==> src/rtl/bf16_dot_seq.sv <==
// bf16_dot_seq: sequential bfloat16 dot-product issue stage.
// Drives one shared combinational fpu with two ops per element: MUL (a*b),
// then ADD (acc+product). The fpu result is captured in the same cycle it is
// produced. The finished sum, a sticky overflow flag and the element count
// are presented on the output handshake when the element tagged last completes.
module bf16_dot_seq #(
  parameter int CNT_W = 16
) (
  input  logic             clk_i,
  input  logic             rst_ni,
  input  logic             in_valid_i,
  output logic             in_ready_o,
  input  logic [15:0]      in_a_i,
  input  logic [15:0]      in_b_i,
  input  logic             in_last_i,
  output logic [3:0]       fpu_op_o,
  output logic [15:0]      fpu_in1_o,
  output logic [15:0]      fpu_in2_o,
  input  logic [15:0]      fpu_out_i,
  input  logic             fpu_ovf_i,
  output logic             out_valid_o,
  input  logic             out_ready_i,
  output logic [15:0]      out_data_o,
  output logic             out_ovf_o,
  output logic [CNT_W-1:0] out_cnt_o
);

  localparam logic [3:0] OP_IDLE = 4'b0000;
  localparam logic [3:0] OP_ADD  = 4'b0001;
  localparam logic [3:0] OP_MUL  = 4'b0100;

  typedef enum logic [1:0] {
    S_IDLE = 2'd0,
    S_MUL  = 2'd1,
    S_ADD  = 2'd2,
    S_DONE = 2'd3
  } state_t;

  state_t           state_q;
  logic [15:0]      a_q, b_q;
  logic             last_q;
  logic [15:0]      prod_q;
  logic [15:0]      acc_q;
  logic             ovf_q;
  logic [CNT_W-1:0] cnt_q;

  // A new pair can be taken from IDLE, or straight out of a non-final ADD so
  // back-to-back elements issue every two cycles.
  assign in_ready_o = (state_q == S_IDLE) || ((state_q == S_ADD) && !last_q);

  logic accept;
  assign accept = in_valid_i && in_ready_o;

  // Result port is only live in DONE; elsewhere it reads as zero.
  assign out_valid_o = (state_q == S_DONE);
  assign out_data_o  = (state_q == S_DONE) ? acc_q : 16'h0000;
  assign out_ovf_o   = (state_q == S_DONE) ? ovf_q : 1'b0;
  assign out_cnt_o   = (state_q == S_DONE) ? cnt_q : '0;

  // fpu op/operand decode, purely from registered state.
  always_comb begin
    fpu_op_o  = OP_IDLE;
    fpu_in1_o = 16'h0000;
    fpu_in2_o = 16'h0000;
    case (state_q)
      S_MUL: begin
        fpu_op_o  = OP_MUL;
        fpu_in1_o = a_q;
        fpu_in2_o = b_q;
      end
      S_ADD: begin
        fpu_op_o  = OP_ADD;
        fpu_in1_o = acc_q;
        fpu_in2_o = prod_q;
      end
      default: ;
    endcase
  end

  // Sequencer: operand capture, fpu result capture, accumulator and count.
  always_ff @(posedge clk_i or negedge rst_ni) begin
    if (!rst_ni) begin
      state_q <= S_IDLE;
      a_q     <= '0;
      b_q     <= '0;
      last_q  <= 1'b0;
      prod_q  <= '0;
      acc_q   <= '0;
      ovf_q   <= 1'b0;
      cnt_q   <= '0;
    end else begin
      case (state_q)
        S_IDLE: begin
          if (accept) begin
            a_q     <= in_a_i;
            b_q     <= in_b_i;
            last_q  <= in_last_i;
            cnt_q   <= cnt_q + 1'b1;
            state_q <= S_MUL;
          end
        end
        S_MUL: begin
          prod_q  <= fpu_out_i;
          ovf_q   <= ovf_q | fpu_ovf_i;
          state_q <= S_ADD;
        end
        S_ADD: begin
          // Overflow never aborts; whatever the fpu returns is accumulated.
          acc_q <= fpu_out_i;
          ovf_q <= ovf_q | fpu_ovf_i;
          if (last_q) begin
            state_q <= S_DONE;
          end else if (accept) begin
            a_q     <= in_a_i;
            b_q     <= in_b_i;
            last_q  <= in_last_i;
            cnt_q   <= cnt_q + 1'b1;
            state_q <= S_MUL;
          end else begin
            state_q <= S_IDLE;
          end
        end
        S_DONE: begin
          // Clear vector state on handshake so the next vector starts at +0.
          if (out_ready_i) begin
            acc_q   <= 16'h0000;
            ovf_q   <= 1'b0;
            cnt_q   <= '0;
            state_q <= S_IDLE;
          end
        end
        default: state_q <= S_IDLE;
      endcase
    end
  end

endmodule

==> config.mk <==
export PLATFORM = sky130hd
export DESIGN_NAME = bf16_dot_seq
export DESIGN_NICKNAME = d
export VERILOG_FILES = /design/src/rtl/bf16_dot_seq.sv
export SDC_FILE = /design/constraint.sdc
export NUM_CORES = 1
export LEC_CHECK = 0
export ABC_AREA = 1
export BUFFER_PORTS_ARGS = -buffer_cell sky130_fd_sc_hd__buf_4
export CORE_MARGIN = 2
export CORE_UTILIZATION = 40
export CTS_CLUSTER_DIAMETER = 200
export DETAILED_ROUTE_END_ITERATION = 8
export GPL_ROUTABILITY_DRIVEN = 0
export SLEW_MARGIN = 25
export SYNTH_ARGS = -nofsm -noshare
export SYNTH_HDL_FRONTEND = slang
export SYNTH_SLANG_ARGS = --single-unit
==> constraint.sdc <==
create_clock -name clk_i -period 2.3 [get_ports clk_i]
set_input_delay 0.115 -clock clk_i [delete_from_list [all_inputs] [get_ports clk_i]]
set_output_delay 0.115 -clock clk_i [all_outputs]
set_load 0.05 [all_outputs]
# Word-level counts from Yosys, hierarchy flattened

Index checks and enable logic that the tools add are counted.

Bits in registers: 84
Output and inout port bits: 71
Logic and storage cells: 60

Add/subtract/negate cells: 1
Equal/unequal tests: 6
Multiplexer cells: 28
Bitwise logic cells: 1
Reduce and logical (&&, ||, !) cells: 16

Operators by type and width:

| operator                                             | count |
|---|---|
| case mux 16 bit (2 select lines)                     | 5 |
| 2-to-1 mux 16 bit                                    | 9 |
| case mux 16 bit (3 select lines)                     | 1 |
| adder 16 x 1 -> 16 bit (second input constant)       | 1 |
| AND reduction 2 bit                                  | 5 |
| case mux 2 bit (4 select lines)                      | 1 |
| 2-to-1 mux 1 bit                                     | 6 |
| 2-to-1 mux 2 bit                                     | 3 |
| case mux 3 bit (2 select lines)                      | 1 |
| nonzero test 2 bit                                   | 3 |
| equality test 2 bit (second input constant)          | 2 |
| != test 2 bit (second input constant)                | 2 |
| case mux 1 bit (2 select lines)                      | 2 |
| AND reduction 3 bit                                  | 1 |
| nonzero test 3 bit                                   | 1 |
| equality test 2 x 1 -> 1 bit (second input constant) | 1 |
| logical AND 1 bit                                    | 2 |
| zero test 2 bit                                      | 1 |
| != test 2 x 1 -> 1 bit (second input constant)       | 1 |
| OR reduction 2 bit                                   | 1 |
| zero test 1 bit                                      | 1 |
| logical OR 1 bit                                     | 1 |
| OR 1 bit                                             | 1 |

# Longest topological paths before layout

Gate-level depths: netlist (run 1).

Depth in word-level cells: 7
Mapped depth: 12
Depth with buffers taken out: 10

# Worst setup path before layout (run 1)

OpenSTA, ideal clock, no wires.

Path type: reg2out
Start: reg state_q[0]
End: out in_ready_o
Arrival time: 2.011 ns
Required time: 2.185 ns
Slack: 0.174 ns
Cell stages (with the launch flop): 6
Buffers on the path: 1
Cells stage by stage: dfrtp_1 > inv_1 > ha_1 > buf_6 > inv_2 > o21ai_0

Cells in the longest elaborated chain, start to end: 3

RTL lines:

| item                     | line | text |
|---|---|---|
| start: declaration       | 39   | `state_t state_q;` |
| start signal: assignment | 83   | `state_q <= S_IDLE;` |
| start signal: assignment | 99   | `state_q <= S_MUL;` |
| start signal: assignment | 105  | `state_q <= S_ADD;` |
| equality test 2 bit      | 49   | `assign in_ready_o = (state_q == S_IDLE) \|\| ((state_q == S_ADD) && !last_q);` |
| logical AND 1 bit        | 49   |  |
| logical OR 1 bit *       | 49   |  |
| end: declaration         | 12   | `output logic in_ready_o,` |

Mark *: on every way between the ends. The rest lies on a longest branch, timed or not.

# Final worst setup path (run 1)

Start: reg state_q[1]
End: out fpu_in1_o[11]

Cells in the longest elaborated chain, start to end: 2

RTL lines:

| item                                                                       | line | text |
|---|---|---|
| equality test 2 bit / equality test 2 x 1 -> 1 bit (equally long branches) | 65   | `case (state_q)` |
| case mux 16 bit (2 select lines) *                                         | 65   |  |
| end: declaration                                                           | 17   | `output logic [15:0] fpu_in1_o,` |

Marks and branches as above.

==> results of run 1 <==
-- final timing paths --
path | startpoint | to | slack (ps) | cells past startpoint
max reg2reg | state_q[1] | a_q[9] | 370 | 7
max | state_q[1] | fpu_in1_o[11] | 150 | 6
min reg2reg | a_q[10] | a_q[10] | 510 | 1
max in group asynchronous | rst_ni | prod_q[5] | 1440 | 3
min | in_a_i[5] | a_q[5] | 10 | 2
min in group asynchronous | rst_ni | cnt_q[8] | 230 | 2
-- what timing repair did --
action | CTS | global route
setup endpoints to repair | 19 | 32
setup buffers | 2 | 0
gates resized for setup | 1 | 5
hold buffers | 12 | 0
endpoints found under the hold margin | 36 | 0
-- cells in the mapped netlist (all sizes together) --
master	instances	area, sq um
o21bai	2	15.01
mux2	42	585.6
a21oi	40	200.2
nand2	191	726.9
dfrtp	84	2102
buf	21	128.9
clkbuf	9	33.78
nand3b	3	22.52
ha	8	100.1
nand3	35	187.7
xor2	2	17.52
nor3	1	5.000
nand4	2	12.51
a211oi	1	7.510
conb	1	3.750
o31ai	1	7.510
o21ai	20	100.1
nor2	30	115.1
o211ai	1	7.510
inv	60	225.2
-- area by class of cell --
type | instances | share of cell area (%)
multi-input cells | 381 | 34.99
flip-flops and latches | 84 | 34.48
repair buffers | 148 | 19.45
inverters | 60 | 3.755
clock buffers | 9 | 3.694
well taps | 143 | 2.935
clock inverters | 6 | 0.6977
-- critical path, cell delays in order (launching register included) --
cell,delay (ps)
dfrtp_1,450
inv_1,160
ha_1,370
clkinvlp_4,120
buf_4,210
a21oi_1,160
buf_4,220
-- power groups by stage --
| stage | clock (uW) | combinational, uW | sequential [uW] |
|---|---|---|---|
| after floorplan | 0 | 3860 | 2410 |
| after global placement | 0 | 5080 | 2530 |
| after detailed placement | 0 | 5130 | 2550 |
| after CTS | 1350 | 5230 | 2530 |
| after global routing | 1410 | 5610 | 2620 |
| final | 1320 | 5220 | 2540 |
-- cells by family after synthesis --
logic type	share of synthesized area, %
compound gates	7.337
xor+xnor	0.3805
fa+ha+maj	2.174
buf+inv	8.424
flops	45.65
mux	12.72
other cells	0.08144
simple gates	23.23
-- through the flow --
step | worst slack [ps] | utilization [%] | total power, uW
detailed placement | 315.0 | 50.11 | 7678
global route | 14.13 | 53.86 | 9636
CTS | 15.46 | 53.70 | 9113
finish | 149.5 | 53.86 | 9069
floorplan | 173.5 | - | 6269
global placement | 376.0 | 50.11 | 7611
-- registers in the layout, indices dropped and copies added, names as in the netlist --
signal,cells
prod_q,16
last_q,1
cnt_q,16
a_q,16
ovf_q,1
b_q,16
state_q,2
acc_q,16
-- per-layer routing --
metal	track usage (%)	up-vias	wire length [um]
met5	0	-	0
met4	8.148	0	233
met3	2.898	18	427
met2	29.96	90	5374
met1	26.96	1804	5624
li1	-	2000	-
==> results.json, run 1 <==
{
  "viasPerCell": 4.708,
  "ys_types": 29,
  "power.density_nw_per_um2": 1487,
  "wl_per_cell_um": 14.03,
  "layout_commonest_cell": "nand2_1",
  "synth_cells": 554,
  "grt_pass1_vias": 3869,
  "routed_wirelength_mm": 11.66,
  "skew_ps": 6.415,
  "slew_viol_final": 0,
  "grt_pass1_wl_mm": 19.18,
  "final_net_count": 746,
  "rsz0062_at_grt": "false",
  "instances_no_fill": 831,
  "root_buffer": "clkbuf_16",
  "max-vdd-ir-drop_v": 0.0008844,
  "pwr-share-seq_pct": 28.0,
  "vias": 3912,
  "antennaDiodeCount": 0,
  "cts_tree": "built",
  "period_needed_ps": 2151,
  "multi_input_area_sq_um": 2133,
  "cts.path.max_buffers": 2,
  "grt_max_degree": 60,
  "first_iter_violations": 181,
  "start_util_pct": 40.67,
  "worstSetupPathType": "flip-flop to output pin",
  "crit_path_end_kind": "output pin",
  "numCtsBuffers": 9,
  "antenna_found_initial": 0,
  "tightest_slew_ps": 622.9,
  "path_clk_slew_ps": 60,
  "drcViolationCount": 0,
  "holdWs_ps": 10.54,
  "power_frac_comb_pct": 57.5,
  "htreeDepth": 3,
  "startpoint_type": "flip-flop",
  "min_period_over_period_pct": 93.50,
  "die_y_um": 111.3,
  "rows": 39,
  "dr.pass1.iters": 4,
  "grt.overflow.total": 0,
  "layout-area-overhead-vs-synth_pct": 32.42,
  "crit_required_ps": 2180,
  "syn_avg_cell_area_sq_um": 8.311,
  "setup_tns_ps": 0,
  "setup_viol": 0,
  "ant_nets": 0,
  "swShare_pct": 47.54,
  "track_usage_pct": 19.28,
  "fin_area_sq_um": 6097,
  "clk_latency_ps": 340,
  "leakage_uw": 0.003283,
  "crit_fanout": 19,
  "place_area_sq_um": 5673,
  "pwr-share-clk_pct": 14.5,
  "hp-class": "input port to flip-flop",
  "ys_seq_area_share_pct": 45.65,
  "internal_power_uw": 4758,
  "hold_violations": 0,
  "register_area_sq_um": 2102,
  "maxSlewHeadroom_pct": 58.37,
  "die_w_um": 111.3,
  "dieArea_sq_um": 12390,
  "yosysWarnings": 0,
  "hpwl_mm": 8.444,
  "nFillCells": 1054,
  "syn_area_sq_um": 4604,
  "status": "completed",
  "io_pins": 125,
  "power.switching_uw": 4311,
  "ys_seq_elements": 84,
  "final_layout_size_suffix_gt1_share_pct": 29.36,
  "port_buffers": 122,
  "arrival_ps": 2040,
  "clock.fmax_ghz": 0.4650,
  "dp.cells": 802,
  "final_cell_mix": "189 x nand2_1, 132 x buf_4, 84 x dfrtp_1, 57 x inv_1, 40 x a21oi_1",
  "cts.sinks": 84,
  "drv_cap": 0,
  "core_sq_um": 11320
}
Power figures use the tool's default switching activity.
==> run 2, diff against run 1 <==
ABC_AREA = default   (was 1)
==> run 2 against run 1 <==
Area after synthesis is 6.7% lower. Sequential share of layout area is 0.29 points lower. Power rose by 5.0%. Global-route usage rose by 1.9 points. Non-clock buffer count rose by 40. Routed wire length up 0.88%. Via count shrank 5.2%. Clock skew rose by 2.2 ps. Maximum frequency down 1.0%. Worst hold slack improved by 0.89 ps. Setup slack got worse by 22 ps. Combinational power rose by 7.1%. Largest cell class is now registers. Largest power group unchanged. Highest routed layer unchanged.
==> results.json, run 2 <==
{
  "status": "completed",
  "cts.sinks": 84,
  "ys_types": 37,
  "synth_compound_area_share_pct": 15.63,
  "ys_seq_elements": 84,
  "place_area_sq_um": 5456,
  "power.density_nw_per_um2": 1548,
  "maxSlewHeadroom_pct": 36.54,
  "synthSimpleGateAreaFrac_pct": 16.56,
  "hold_violations": 0,
  "grt.overflow.total": 0,
  "use_met2_pct": 33.42,
  "min_path_cells": 2,
  "syn_avg_cell_area_sq_um": 11.11,
  "synth_cells": 387,
  "yosysWarnings": 0,
  "antennaDiodeCount": 0,
  "synth_mux_area_share_pct": 12.58,
  "root_buffer": "clkbuf_8",
  "antenna_found_initial": 0,
  "cts.path.max_buffers": 2,
  "grtUsageMet3_pct": 3.269,
  "layout-area-overhead-vs-synth_pct": 43.14,
  "path_clk_slew_ps": 80,
  "synth-main-ff-cell": "dfrtp_1",
  "clock.fmax_ghz": 0.4602,
  "synth_top_area_share_pct": 48.91,
  "die_y_um": 107.7,
  "yosysTopAreaCell": "dfrtp_1",
  "synth_fa_ha_area_share_pct": 2.329,
  "top_usage_layer": "met2",
  "power.switching_uw": 4335,
  "rsz0062_at_grt": "false",
  "ys_async_sr_fraction_pct": 100.0,
  "swShare_pct": 45.53,
  "synth_edf_count": 0,
  "crit_path_end_kind": "flip-flop",
  "setup_tns_ps": 0,
  "multi_input_area_sq_um": 2047,
  "max-vdd-ir-drop_v": 0.0009132,
  "pwr-share-seq_pct": 27.5,
  "min_to": "a_q[13]",
  "final_cell_mix": "144 x buf_4, 83 x dfrtp_1, 48 x mux2_2, 41 x dlygate4sd3_1, 37 x nor2b_1",
  "ant_nets": 0,
  "drcViolationCount": 0,
  "crit_fanout": 23,
  "grtUsageMet1_pct": 29.34,
  "synth_area_leaders": "dfrtp_1 49%, mux2_2 13%, a22oi_1 6.1%, nor2b_1 5.4%, and2_1 4.4%",
  "dp.cells": 638,
  "startpoint": "state_q[0]",
  "rows": 37,
  "slew_viol_final": 0,
  "pwr-share-clk_pct": 13.8,
  "routed_wirelength_mm": 11.76,
  "worstRegToRegCells": 7,
  "setup_viol": 0,
  "viasPerCell": 5.303,
  "htreeDepth": 3,
  "r2r_slack_ps": 130,
  "synthTopCellsByCount": "84 x dfrtp_1, 48 x mux2_2, 37 x nor2b_1, 35 x a22oi_1, 30 x and2_1",
  "die_w_um": 107.7,
  "final_net_count": 620,
  "ys_seq_area_share_pct": 48.91,
  "dieArea_sq_um": 11590,
  "wl_per_cell_um": 16.83,
  "numCtsBuffers": 9,
  "nFillCells": 905,
  "min-delay-start": "in_a_i[13]",
  "crit_required_ps": 2530,
  "layout_commonest_cell": "buf_4",
  "vias": 3707,
  "arrival_ps": 2410,
  "drv_cap": 0,
  "power_uw": 9521,
  "io_pins": 125,
  "worstSetupPathType": "flip-flop to flip-flop",
  "dr.pass1.iters": 4,
  "skew_ps": 8.653,
  "tightest_slew_ps": 951.9,
  "cts_tree": "built",
  "port_buffers": 122,
  "period_needed_ps": 2173,
  "final_layout_size_suffix_gt1_share_pct": 38.90,
  "grt_pass1_wl_mm": 19.30,
  "leakage_uw": 0.002792,
  "instances_no_fill": 699,
  "synth_top_family_by_area": "simple AND/OR/NAND/NOR gates",
  "syn_area_sq_um": 4298,
  "reg2reg_to": "cnt_q[3]",
  "grt_max_degree": 71,
  "r2r-start": "state_q[0]",
  "synth.most_common_cell": "dfrtp_1",
  "first_iter_violations": 176,
  "track_usage_pct": 21.15,
  "power_frac_comb_pct": 58.7,
  "startpoint_type": "flip-flop",
  "hpwl_mm": 8.010,
  "start_util_pct": 41.45,
  "min_period_over_period_pct": 94.47,
  "register_area_sq_um": 2103,
  "synth-xor-area-share_pct": 0,
  "internal_power_uw": 5187,
  "clk_latency_ps": 350,
  "grt_pass1_vias": 3789,
  "core_sq_um": 10370,
  "hp-class": "input port to flip-flop",
  "fin_area_sq_um": 6152
}
## run 2: changes by cell type after synthesis, moves of 16 or more
cell	delta
a21oi_1	-34
a22o_1	+17
a22oi_1	+35
and2_1	+30
inv_1	-48
mux2_2	+36
mux2_4	-30
nand2_1	-175
nand3_1	-31
nor2_1	-20
nor2b_1	+37
o21ai_0	-16
## run 2: how the worst max path moves through the flow
stage                          endpoint  slack, ps  depth (start not counted)
after global placement         cnt_q[3]        120                          7
after detailed placement       cnt_q[3]         30                          7
after CTS                      cnt_q[3]         30                          7
final                          cnt_q[3]        130                          7
after floorplan           fpu_in2_o[11]         50                          6
after global routing           cnt_q[3]         20                          7
## run 2: final cells by class
type	instances	share of cell area, %
Timing Repair Buffer	188	24.97
Sequential cell	84	34.19
Multi-Input combinational cell	264	33.27
Tap cell	136	2.766
Clock buffer	12	2.522
Inverter	11	0.7322
Clock inverter	4	1.546
## run 2: kinds of logic (layout without fill, tap and decap cells)
group	count (synthesis)	after routing
compound gates	85	85
fa+ha+maj	8	8
buf+inv	40	215
flops	84	84
mux	48	48
other cells	1	2
simple gates	121	121
## run 2: power by group through the flow
stage	logic, uW	registers (uW)	clock network (uW)
global route	6020	2730	1410
global placement	5440	2630	0
floorplan	4000	2500	0
detailed placement	5520	2650	0
CTS	5590	2620	1340
finish	5590	2620	1320
## run 2: critical path: stages, from the launching register on
cell,delay (ps)
dfrtp_1,400
buf_4,150
ha_2,210
nor2b_1,160
a2111o_1,420
buf_4,240
and2_0,170
a311o_1,310
## run 2: through the flow
| step | hold slack (ps) | setup slack [ps] | utilization [%] |
|---|---|---|---|
| after floorplan | -180.6 | 49.45 | - |
| final | 11.43 | 127.2 | 59.33 |
| after global placement | 301.2 | 120.2 | 52.62 |
| after detailed placement | 304.6 | 29.32 | 52.62 |
| after global routing | 3.896 | 17.23 | 59.33 |
| after CTS | 0.8478 | 31.54 | 59.01 |
## run 2: what timing repair did
action,4_1_cts,5_1_grt
setup endpoints to repair,1,9
setup buffers,0,4
resized for setup,1,3
hold endpoints to repair,108,0
hold buffers,41,0
pin swaps,0,1
## run 2: routing by layer
layer  wire length, um  part of all wire, %  vias to the layer above
met5                 0                    0                        -
met4               248                  2.1                        0
met3               556                  4.7                       17
met2              5569                   47                      109
met1              5387                   46                     1834
li1                  -                    -                     1747
==> run 3, diff against run 2 <==
CELL_PAD_IN_SITES_DETAIL_PLACEMENT = 1   (was default)
CELL_PAD_IN_SITES_GLOBAL_PLACEMENT = 1   (was default)
CORE_ASPECT_RATIO = 0.8   (was default)
PLACE_DENSITY_LB_ADDON = 0.1   (was default)
==> run 3 against run 2 <==
Global-route usage up 1.3 points. Clock-buffer cell count decreased by 3. Power up 2.9%. Register-to-register slack worse by 30 ps. Die area hardly changed. Setup slack got worse by 32 ps. Core utilization fell by 2.8 points. Via count shrank 3.5%. Final area shrank 4.7%. Sequential power barely moved. Non-clock buffer count fell by 41. Critical endpoint is now cnt_q[13]. Largest cell class unchanged.
==> results.json, run 3 (synthesized netlist as in run 2, its figures left out) <==
{
  "hold_violations": 0,
  "clk_latency_ps": 340,
  "final_net_count": 579,
  "viasPerCell": 5.405,
  "antenna_found_initial": 0,
  "cts.path.max_buffers": 2,
  "min-delay-start": "out_ready_i",
  "timing.critical_path.buf_inv": 1,
  "skew_ps": 5.336,
  "setup_viol": 0,
  "fin_area_sq_um": 5863,
  "place_area_sq_um": 5440,
  "cpMaxStageDelayCell": "a2111o_1",
  "vias": 3578,
  "rows": 33,
  "dr.pass1.iters": 4,
  "ant_nets": 0,
  "power.density_nw_per_um2": 1670,
  "leakage_uw": 0.002656,
  "slowest_delay_ps": 540,
  "port_buffers": 122,
  "crit_chain": "inv_2 > ha_2 > o21ai_1 > a2111o_1 > or4_4 > o311ai_2",
  "clock.fmax_ghz": 0.4536,
  "max-vdd-ir-drop_v": 0.0006332,
  "final_layout_size_suffix_gt1_share_pct": 40.61,
  "routed_wirelength_mm": 12.48,
  "rsz0062_at_grt": "true",
  "drcViolationCount": 0,
  "wl_per_cell_um": 18.84,
  "startpoint_type": "flip-flop",
  "htreeDepth": 3,
  "cts_tree": "built",
  "crit_fanout": 7,
  "die_y_um": 96.72,
  "tightest_slew_ps": 952.3,
  "grt_pass1_wl_mm": 20.46,
  "core_sq_um": 10360,
  "grt.overflow.total": 0,
  "worstSetupPathType": "flip-flop to flip-flop",
  "start_util_pct": 41.47,
  "first_iter_violations": 98,
  "layout-area-overhead-vs-synth_pct": 36.42,
  "path_clk_slew_ps": 60,
  "instances_no_fill": 662,
  "die_w_um": 119.9,
  "numCtsBuffers": 9,
  "antennaDiodeCount": 0,
  "cts.sinks": 84,
  "min_period_over_period_pct": 95.86,
  "final_cell_mix": "133 x buf_4, 84 x dfrtp_1, 48 x mux2_2, 37 x nor2b_1, 35 x a22oi_1",
  "status": "completed",
  "hpwl_mm": 8.453,
  "maxSlewHeadroom_pct": 36.52,
  "period_needed_ps": 2205,
  "layout_commonest_cell": "buf_4",
  "critPathTopFamily": "compound AO/OA/AOI/OAI gates",
  "io_pins": 125,
  "track_usage_pct": 22.49,
  "nFillCells": 1120,
  "grt_pass1_vias": 3803,
  "register_area_sq_um": 2102,
  "hp-class": "input port to flip-flop",
  "grt_max_degree": 62,
  "arrival_ps": 2450,
  "root_buffer": "clkbuf_16",
  "r2r-start": "state_q[0]",
  "multi_input_area_sq_um": 2057,
  "drv_cap": 0,
  "dieArea_sq_um": 11600,
  "dp.cells": 637,
  "crit_required_ps": 2540,
  "slew_viol_final": 0,
  "crit_path_end_kind": "flip-flop",
  "startpoint": "state_q[0]"
}
run 3: changes by cell type in the layout (fill, tap and decap cells not counted), moves of 2 or more:
| cell | delta |
|---|---|
| buf_6 | +2 |
| clkbuf_16 | +9 |
| clkbuf_8 | -11 |
| clkinv_2 | +2 |
| dlygate4sd3_1 | -32 |
| buf_4 | -11 |
run 3: worst reg2reg max path, cell delays in order (launching register included):
cell,delay (ps)
dfrtp_1,390
inv_2,120
ha_2,230
o21ai_1,90
a2111o_1,540
or4_4,530
o311ai_2,220
run 3: layer usage:
layer / up-vias / part of all wire (%) / track usage, %
met1: 1803 / 47 / 30.55
met4: 0 / 0.70 / 4.163
met5: - / 0 / 0
li1: 1669 / - / -
met3: 8 / 5.4 / 6.545
met2: 98 / 47 / 36.18
run 3: layout make-up:
type | instances | area share (%)
clock inverter | 7 | 1.558
tap | 140 | 2.988
inverter | 11 | 0.7042
sequential | 84 | 35.85
timing repair buffer | 147 | 19.97
clock buffer | 9 | 3.841
multi-input combinational | 264 | 35.08
run 3: final timing paths:
path / slack [ps] / cells after the start / end
max in group asynchronous: 1200 / 3 / b_q[8]
min in group asynchronous: 400 / 2 / ovf_q
max: 100 / 6 / cnt_q[13]
min: 10 / 2 / ovf_q
min reg2reg: 510 / 1 / a_q[11]
max reg2reg: 100 / 6 / cnt_q[13]
run 3: repair_timing:
item,CTS,global route
hold endpoints to repair,66,1
buffers inserted,0,0
hold buffers,8,1
gates resized for setup,1,5
pin swaps,1,1
setup endpoints to repair,6,35
run 3: power breakdown:
group	total, uW	leakage [uW]	switching [uW]	internal [uW]
sequential	2640	0.000970	481	2160
combinational	5620	0.00153	3390	2220
clock	1540	0.000155	594	947
run 3: through the flow:
stage	total power [uW]	TNS [ps]	worst slack [ps]	utilization, %	hold slack [ps]
after floorplan	6493	0	49.45	-	-180.6
after global placement	8101	0	138.7	52.49	258.8
after detailed placement	8255	-29.82	-29.02	52.49	254.2
after CTS	9874	-2.090	-2.090	56.36	0.02495
after global routing	10430	-16.97	-12.33	56.57	0.1393
final	9794	0	95.24	56.57	10.02
